--- src/rtl/fastica_iter_ctrl_pkg.sv ---
// Shared definitions for the FastICA iteration sequencer: state codes and
// default sizing constants.
package fastica_ctrl_pkg;

   localparam int ITER_W    = 8;
   localparam int MAX_ITER  = 100;
   localparam int TMO_W     = 10;
   localparam int TMO_LIMIT = 1000;

   typedef enum logic [3:0] {
      IDLE     = 4'd0,
      LOAD     = 4'd1,
      UPD_GO   = 4'd2,
      UPD_WAIT = 4'd3,
      NRM_GO   = 4'd4,
      NRM_WAIT = 4'd5,
      CHK_EN   = 4'd6,
      CHK_SMP  = 4'd7,
      DONE     = 4'd8
   } state_t;

endpackage

--- src/rtl/fastica_iter_ctrl_stage_watchdog.sv ---
// Stage watchdog shared by the update and normalise WAIT states: cleared in
// the GO cycle, counts while waiting, flags expiry.
module stage_watchdog #(
   parameter int TMO_W     = fastica_ctrl_pkg::TMO_W,
   parameter int TMO_LIMIT = fastica_ctrl_pkg::TMO_LIMIT
) (
   input  logic clk,
   input  logic rst_n,
   input  logic clr,
   input  logic en,
   output logic expire
);
   import fastica_ctrl_pkg::*;

   // expire marks the cycle whose closing edge moves the count onto TMO_LIMIT-1,
   // so the owning FSM leaves exactly TMO_LIMIT cycles after the start strobe
   localparam logic [TMO_W-1:0] EXP_AT = TMO_W'(TMO_LIMIT - 2);

   logic [TMO_W-1:0] cnt_r;

   // wait-cycle counter, saturating
   always_ff @(posedge clk or negedge rst_n) begin
      if (!rst_n) begin
         cnt_r <= {TMO_W{1'b0}};
      end else if (clr) begin
         cnt_r <= {TMO_W{1'b0}};
      end else if (en && (cnt_r != {TMO_W{1'b1}})) begin
         cnt_r <= cnt_r + TMO_W'(1);
      end else begin
         cnt_r <= cnt_r;
      end
   end

   assign expire = en && (cnt_r == EXP_AT);

endmodule

--- src/rtl/fastica_iter_ctrl.sv ---
// FastICA iteration sequencer: load W, run update and normalise stages, strobe
// the convergence check, and stop on convergence, limit, abort or timeout.
module fastica_iter_ctrl #(
   parameter int ITER_W    = fastica_ctrl_pkg::ITER_W,
   parameter int MAX_ITER  = fastica_ctrl_pkg::MAX_ITER,
   parameter int CONV_HITS = 2,
   parameter int TMO_W     = fastica_ctrl_pkg::TMO_W,
   parameter int TMO_LIMIT = fastica_ctrl_pkg::TMO_LIMIT
) (
   input  logic              clk,
   input  logic              rst_n,
   input  logic              start,
   input  logic              abort,
   input  logic [ITER_W-1:0] max_iter_cfg,
   output logic              upd_start,
   input  logic              upd_done,
   output logic              norm_start,
   input  logic              norm_done,
   output logic              en_out,
   input  logic              is_converge,
   output logic              w_sel,
   output logic              w_load,
   output logic              busy,
   output logic              done,
   output logic              converged,
   output logic              err_timeout,
   output logic [ITER_W-1:0] iter_count
);
   import fastica_ctrl_pkg::*;

   state_t            state_r;
   logic [ITER_W-1:0] limit_r;
   logic [2:0]        hit_r;
   logic [ITER_W-1:0] iter_next_s;
   logic [2:0]        hit_next_s;
   logic              wd_clr_s;
   logic              wd_en_s;
   logic              wd_expire_s;

   // next-iteration bookkeeping and watchdog control
   always_comb begin
      iter_next_s = (iter_count == {ITER_W{1'b1}}) ? iter_count : iter_count + ITER_W'(1);
      hit_next_s  = is_converge ? (hit_r + 3'd1) : 3'd0;
      wd_clr_s    = (state_r == UPD_GO) || (state_r == NRM_GO);
      wd_en_s     = (state_r == UPD_WAIT) || (state_r == NRM_WAIT);
   end

   stage_watchdog #(
      .TMO_W     (TMO_W),
      .TMO_LIMIT (TMO_LIMIT)
   ) u_wd (
      .clk    (clk),
      .rst_n  (rst_n),
      .clr    (wd_clr_s),
      .en     (wd_en_s),
      .expire (wd_expire_s)
   );

   // sequencer FSM; each strobe is set on entry to the state it belongs to
   always_ff @(posedge clk or negedge rst_n) begin
      if (!rst_n) begin
         state_r     <= IDLE;
         limit_r     <= {ITER_W{1'b0}};
         hit_r       <= 3'd0;
         iter_count  <= {ITER_W{1'b0}};
         upd_start   <= 1'b0;
         norm_start  <= 1'b0;
         en_out      <= 1'b0;
         w_load      <= 1'b0;
         w_sel       <= 1'b0;
         busy        <= 1'b0;
         done        <= 1'b0;
         converged   <= 1'b0;
         err_timeout <= 1'b0;
      end else begin
         w_load     <= 1'b0;
         upd_start  <= 1'b0;
         norm_start <= 1'b0;
         en_out     <= 1'b0;
         if (abort) begin
            state_r     <= IDLE;
            busy        <= 1'b0;
            done        <= 1'b0;
            converged   <= 1'b0;
            err_timeout <= 1'b0;
         end else begin
            case (state_r)
               IDLE, DONE: begin
                  if (start) begin
                     limit_r     <= (max_iter_cfg == {ITER_W{1'b0}}) ? ITER_W'(MAX_ITER) : max_iter_cfg;
                     iter_count  <= {ITER_W{1'b0}};
                     hit_r       <= 3'd0;
                     converged   <= 1'b0;
                     err_timeout <= 1'b0;
                     done        <= 1'b0;
                     busy        <= 1'b1;
                     w_sel       <= 1'b0;
                     w_load      <= 1'b1;
                     state_r     <= LOAD;
                  end else begin
                     state_r <= state_r;
                  end
               end
               LOAD: begin
                  upd_start <= 1'b1;
                  state_r   <= UPD_GO;
               end
               UPD_GO: state_r <= UPD_WAIT;
               UPD_WAIT: begin
                  if (upd_done) begin
                     norm_start <= 1'b1;
                     state_r    <= NRM_GO;
                  end else if (wd_expire_s) begin
                     err_timeout <= 1'b1;
                     done        <= 1'b1;
                     busy        <= 1'b0;
                     state_r     <= DONE;
                  end else begin
                     state_r <= UPD_WAIT;
                  end
               end
               NRM_GO: state_r <= NRM_WAIT;
               NRM_WAIT: begin
                  if (norm_done) begin
                     en_out  <= 1'b1;
                     state_r <= CHK_EN;
                  end else if (wd_expire_s) begin
                     err_timeout <= 1'b1;
                     done        <= 1'b1;
                     busy        <= 1'b0;
                     state_r     <= DONE;
                  end else begin
                     state_r <= NRM_WAIT;
                  end
               end
               CHK_EN: state_r <= CHK_SMP;
               CHK_SMP: begin
                  iter_count <= iter_next_s;
                  hit_r      <= hit_next_s;
                  // convergence outranks the limit when both land together
                  if (hit_next_s >= 3'(CONV_HITS)) begin
                     converged <= 1'b1;
                     done      <= 1'b1;
                     busy      <= 1'b0;
                     state_r   <= DONE;
                  end else if (iter_next_s == limit_r) begin
                     converged <= 1'b0;
                     done      <= 1'b1;
                     busy      <= 1'b0;
                     state_r   <= DONE;
                  end else begin
                     w_sel   <= 1'b1;
                     w_load  <= 1'b1;
                     state_r <= LOAD;
                  end
               end
               default: begin
                  busy    <= 1'b0;
                  done    <= 1'b0;
                  state_r <= IDLE;
               end
            endcase
         end
      end
   end

endmodule

--- config.mk ---
export PLATFORM = sky130hd
export DESIGN_NAME = fastica_iter_ctrl
export DESIGN_NICKNAME = d
export VERILOG_FILES = /design/src/rtl/fastica_iter_ctrl_pkg.sv /design/src/rtl/fastica_iter_ctrl_stage_watchdog.sv /design/src/rtl/fastica_iter_ctrl.sv
export SDC_FILE = /design/constraint.sdc
export NUM_CORES = 1
export LEC_CHECK = 0
export ABC_CLOCK_PERIOD_IN_PS = 2900
export CORE_MARGIN = 2
export CORE_UTILIZATION = 33
export CTS_CLUSTER_SIZE = 40
export DETAILED_ROUTE_END_ITERATION = 8
export GPL_TIMING_DRIVEN = 0
export HOLD_SLACK_MARGIN = 0.12
export PLACE_DENSITY_LB_ADDON = 0.25
export SETUP_SLACK_MARGIN = 0.1
export SLEW_MARGIN = 30
export SYNTH_ARGS = -nofsm -noshare
export SYNTH_HDL_FRONTEND = slang
export SYNTH_HIERARCHICAL = 1
export SYNTH_SLANG_ARGS = --single-unit
--- constraint.sdc ---
create_clock -name clk -period 2.9 [get_ports clk]
set_input_delay 0.58 -clock clk [delete_from_list [all_inputs] [get_ports clk]]
set_output_delay 0.58 -clock clk [all_outputs]
set_load 0.02 [all_outputs]
**Yosys cells after proc, flatten, opt, wreduce, memory -nomap -nowiden**

Index checks and enable logic that the tools add are counted.

- Bitwise logic cells: 1
- Div/mod/pow operators: 0
- Reductions and logical operators: 18
- Muxes and demuxes: 58
- Shift-type cells: 0
- Multipliers: 0
- $add $sub $neg: 3
- Equality and inequality tests: 20
- Magnitude comparators: 1

Operators by type and width:

| kind | number |
|---|---|
| $mux W1 | 34 |
| $mux W4 | 8 |
| $pmux W4 S8 | 1 |
| $mux W8 | 3 |
| $mux W10 | 2 |
| $eq A4 B3 Y1 const B | 4 |
| $pmux W8 S2 | 1 |
| $add A10 B1 Y10 const B | 1 |
| $eq A10 B10 Y1 const B | 1 |
| $ne A10 B10 Y1 const B | 1 |
| $pmux W1 S5 | 2 |
| $reduce_and A5 Y1 | 2 |
| $ne A3 B3 Y1 const B | 3 |
| $reduce_and A3 Y1 | 3 |
| $add A8 B1 Y8 const B | 1 |
| $eq A4 B2 Y1 const B | 2 |
| $eq A8 B8 Y1 | 1 |
| $eq A8 B8 Y1 const B | 1 |
| $logic_not A8 Y1 | 1 |
| $mux W3 | 2 |
| $ne A2 B2 Y1 const B | 3 |
| $pmux W1 S2 | 3 |
| $pmux W3 S2 | 1 |
| $eq A4 B1 Y1 const B | 1 |
| 16 further kinds | 19 |

- Word-level logic and storage cells: 115
- Memory bits (writable): 0
- Output and inout bits: 17
- Latch bits: 0
- Memories: 0
- Flip-flop bits (word level): 42
- ROM bits: 0

**Longest topological paths before layout**

- Depth in word-level cells: 7
- Gate-level depth with buffers: 12
- Mapped depth without buffers: 10

**Modules after synthesis**

Netlist, hierarchy kept.

Modules (own cells, without submodules):

| module | area each (um^2) | seq. area each (um^2) | times used | cells each |
|---|---|---|---|---|
| fastica_iter_ctrl | 1984.4 | 800.8 | 1 | 221 |
| stage_watchdog | 691.9 | 250.2 | 1 | 73 |

**Worst setup path after synthesis**

OpenSTA, ideal clock, no wires.

- Path type: register to register
- Start point: reg state_r[2]
- End point: reg state_r[3]
- Library setup time: 0.096 ns
- Arrival time: 2.528 ns
- Cell stages (with the launch flop): 12
- Required time: 2.804 ns
- Path buffers: 2
- Clock period less this slack: 2.624 ns
- Setup slack: 0.276 ns
- Cell sequence: dfrtp_1 -> buf_2 -> xnor2_1 -> nor2_1 -> buf_2 -> nand4b_1 -> nor4_1 -> inv_1 -> o32a_1 -> a2111oi_0 -> a21oi_1 -> o31ai_1

- Longest elaborated chain between the ends: 7
- Elaborated cells between the ends (all ways): 19
- Those cells by class: eq/ne (9); mux (6); reduce/logical (4)

Ends and longest elaborated chain:

| element | line | source |
|---|---|---|
| from (decl) | fastica_iter_ctrl.sv:31 | `state_t state_r;` |
| from (signal assigned) | fastica_iter_ctrl.sv:101 | `state_r <= state_r;` |
| $eq A4 B2 Y1 / $eq A4 B3 Y1 (equally long branches) | fastica_iter_ctrl.sv:45 | `wd_en_s = (state_r == UPD_WAIT) \|\| (state_r == NRM_WAIT);` |
| $logic_or A1 B1 Y1 (*) | fastica_iter_ctrl.sv:45 |  |
| via wd_en_s | fastica_iter_ctrl.sv:37 | `logic wd_en_s;` |
| $logic_and A1 B1 Y1 (*) | fastica_iter_ctrl_stage_watchdog.sv:34 | `assign expire = en && (cnt_r == EXP_AT);` |
| via wd_expire_s | fastica_iter_ctrl.sv:38 | `logic wd_expire_s;` |
| $mux W4 (on tied branches) | fastica_iter_ctrl.sv:127, fastica_iter_ctrl.sv:113 |  |
| $mux W4 (on tied branches) | fastica_iter_ctrl.sv:124, fastica_iter_ctrl.sv:110 |  |
| $pmux W4 S8 (*) | fastica_iter_ctrl.sv:87 | `case (state_r)` |
| $mux W4 (*) | fastica_iter_ctrl.sv:80 | `if (abort) begin` |

The timed path passes the listed nets; every way through them passes the cells marked *.
A chain may end at the register's enable or synchronous reset.

**Worst setup path in the final report**

Same ends and word-level chain as after synthesis.

==> run metrics <==
CTS tree built; CTS Sinks 42; total global-route track usage 15.2%; GR Overflow Total 0; Critical Path End Type flop; Post-Place Cells 427; total number of nets in the final design 352; horizontal extent of the die ~94 um; worst setup path class reg2reg; result of the run completed; net count of the mapped netlist roughly 310; flops & latches, synth between 40 and 50; half-perimeter wire length after placement between 4000 and 5000 um; Critical Path Source Type flop; total negative slack 0 ps; Leakage approximately 0.0013 uW; share of final-layout standard cells stronger than drive strength 1 14.1%; global placer's final weighted congestion between 0.8 and 0.9; Pre-Repair DR Iteration Count 6; number of warnings printed during yosys synthesis 6; area delta synth->final 21.4%; DR WL/cell approximately 15 um; Max Slew Vio Count 0; Avg Inst Size Synth a little over 9 um2; area of the placeable core between 7000 and 8000 um2; timing-limited maximum frequency between 0.3 and 0.4 GHz; Root Driver clkbuf_8; primary flip-flop cell chosen by synthesis mapping dfrtp_1; maximum number of pins on one net before global-route repair 43; data required time at the worst endpoint between 3000 and 4000 ps; PD cells 462 nW/um2; number of enable flip-flop cells after synthesis 0; maximum fanout count along the critical path 10; Hold Vio Cnt, Final 0; unrepaired setup endpoints after global routing false; count of input and output buffers 31; quantity of hold-fixing buffers added after cts 0; Mapped Cells 294; Total Wirelength ~6400 um; maximum VDD drop 0.234 mV; minimum clock period 2560 ps; number of global-route vias before repair about 2,200; number of different library cells in the post-synthesis netlist 64; Max Buffers Root-to-Sink 2; placed cell areas just over 3000 um2; number of setup violations in the final report 0; Antenna diodes 0; post-DR vias/cell between 5 and 6; floorplan die area ~8800 um2; worst min-delay path class in2async; initial core utilization 34.3%; cell area after layout 3250 um2; CTS H-tree depth 2; Clk Latency, worst-skew pair 290 ps; Post-route DRC 0; y dimension of the die 94.1 um; fraction of registers with async set/reset between 90% and 100%; Std-Cell Rows 32; first-pass GRT wire length ~11,000 um; non-filler instance count after layout 435; part of the Yosys area used for sequential elements 39.3%; Max-Cap Viols 0; share of the clock period used by the worst path between 80% and 90%; antenna violations before repair 0; synthesized cell area 2680 um2; sum of internal, switching and leakage power around 1500 uW; clock slew seen by the registers of the worst setup and hold paths around 80 ps; count of nets left with antenna violations after detail routing 0; max-slew headroom at the worst pin ~64%; Slew @ Worst Pin roughly 530 ps; TritonCTS buffer count 5; worst path setup slack after routing ~340 ps; Max Clock Skew slightly below 7 ps; post-place setup slack -446 ps; Critical Path AT 2760 ps; number of DRC markers in iteration 0 between 70 and 80; total number of vias between 2,000 and 2,500; number of I/O pins 32
-- final timing paths --
kind | startpoint | to | slack [ps] | cells after the start
setup reg to reg | state_r[2]$_DFFE_PN0P_ | state_r[3]$_DFFE_PN0P_ | 340 | 11
hold reg to reg | hit_r[0]$_DFFE_PN0P_ | hit_r[0]$_DFFE_PN0P_ | 490 | 1
max in group asynchronous | rst_n | state_r[2]$_DFFE_PN0P_ | 2250 | 1
hold / removal | rst_n | norm_start$_DFF_PN0_ | 270 | 1
min in group clk | hit_r[0]$_DFFE_PN0P_ | hit_r[0]$_DFFE_PN0P_ | 490 | 1
setup / recovery | state_r[2]$_DFFE_PN0P_ | state_r[3]$_DFFE_PN0P_ | 340 | 11
-- per-stage QoR --
step / hold slack, ps / utilization, %
floorplan: 284 / -
global placement: 490 / 39.9
detailed placement: 484 / 39.9
CTS: 287 / 41.3
global route: 296 / 41.6
finish: 271 / 41.6
-- critical path, cell delays in order (launching register included) --
cell and delay (ps):
dfrtp_2 460, buf_4 190, xnor2_1 190, nor2_4 130, buf_4 170, nand4b_1 160, nor4_4 230, inv_1 110
o32a_1 400, a2111oi_4 290, a21oi_1 70, o31ai_1 70
-- cell usage in the layout (no fill, tap or decap), types with 4 or more instances in the layout --
cell	count
dfrtp_1	40
clkdlybuf4s50_1	30
nor2_1	28
nand2_1	19
o21ai_0	17
a21oi_1	16
inv_1	12
nor3_1	11
nand3_1	10
buf_2	7
xor2_1	6
and3_1	6
buf_4	5
nor2b_1	5
a211oi_2	5
nor4_1	5
a211oi_1	5
clkbuf_8	5
nand4_1	4
a31oi_1	4
mux2_2	4
ha_1	4
-- cells in the mapped netlist (3+ instances only) --
master,number,area share (%)
a211oi_1,5,1.4
inv_1,12,1.7
nor2_1,29,4.1
nand2b_1,3,0.70
ha_1,4,1.9
and2_1,3,0.70
nor3_1,11,2.1
nand4_2,3,1.4
nand3_1,10,1.9
and3_1,6,1.4
a211oi_2,5,2.3
xor2_1,6,2.0
nor2b_1,5,1.2
nor4_1,6,1.4
mux2i_1,3,1.1
nand4_1,4,0.93
mux2_2,4,1.7
buf_6,3,1.3
a21o_1,3,0.84
a21oi_1,16,3.0
a211o_1,3,0.98
nand2_1,19,2.7
nor3b_1,3,0.84
xnor2_1,3,0.98
buf_2,9,1.7
o21ai_0,17,3.2
a31oi_1,4,0.93
dfrtp_1,42,39
o211ai_1,3,0.84
-- cell families after synthesis --
logic type | count (synthesis) | share of synthesized area (%)
AOI/OAI and AO/OA | 86 | 22.9
buffers and inverters | 28 | 5.38
DFF | 42 | 39.3
muxes | 7 | 2.80
and+or+nand+nor | 118 | 24.8
adders and majority gates | 4 | 1.87
xor gates and xnor gates | 9 | 2.95
-- power breakdown --
part / internal (uW) / switching (uW) / total (uW)
clock: 162 / 200 / 362
combinational: 187 / 230 / 417
sequential: 656 / 65.0 / 721
-- layer usage --
layer  GRT usage [%]  vias up  part of all wire (%)
met3            3.53        5                   4.0
met1            20.3     1152                    48
met2            25.4       49                    48
li1                -     1174                     -
met5               0        -                     0
met4            2.90        0                  0.60
-- final cells by class --
type                    instances  area (um2)
inverters                      12        45.0
repair buffers                 32         315
plain buffers                  16         104
well taps                     102         128
clock buffers                   5        68.8
fillers                       788        4560
clock inverters                 2        10.0
multi-input cells             224        1530
flip-flops and latches         42        1050
-- flip-flops by register name, summed over array words and instances (netlist names), 3 cells and up --
register and count:
hit_r 3, iter_count 8, limit_r 8, state_r 4, u_wd/cnt_r 10
-- what timing repair did --
action | CTS | global route
gates cloned | 0 | 0
pin swaps | 1 | 1
endpoints found under the setup margin | 3 | 3
resized for setup | 5 | 8
buffers inserted | 1 | 0
(Power assumes the default switching activity.)
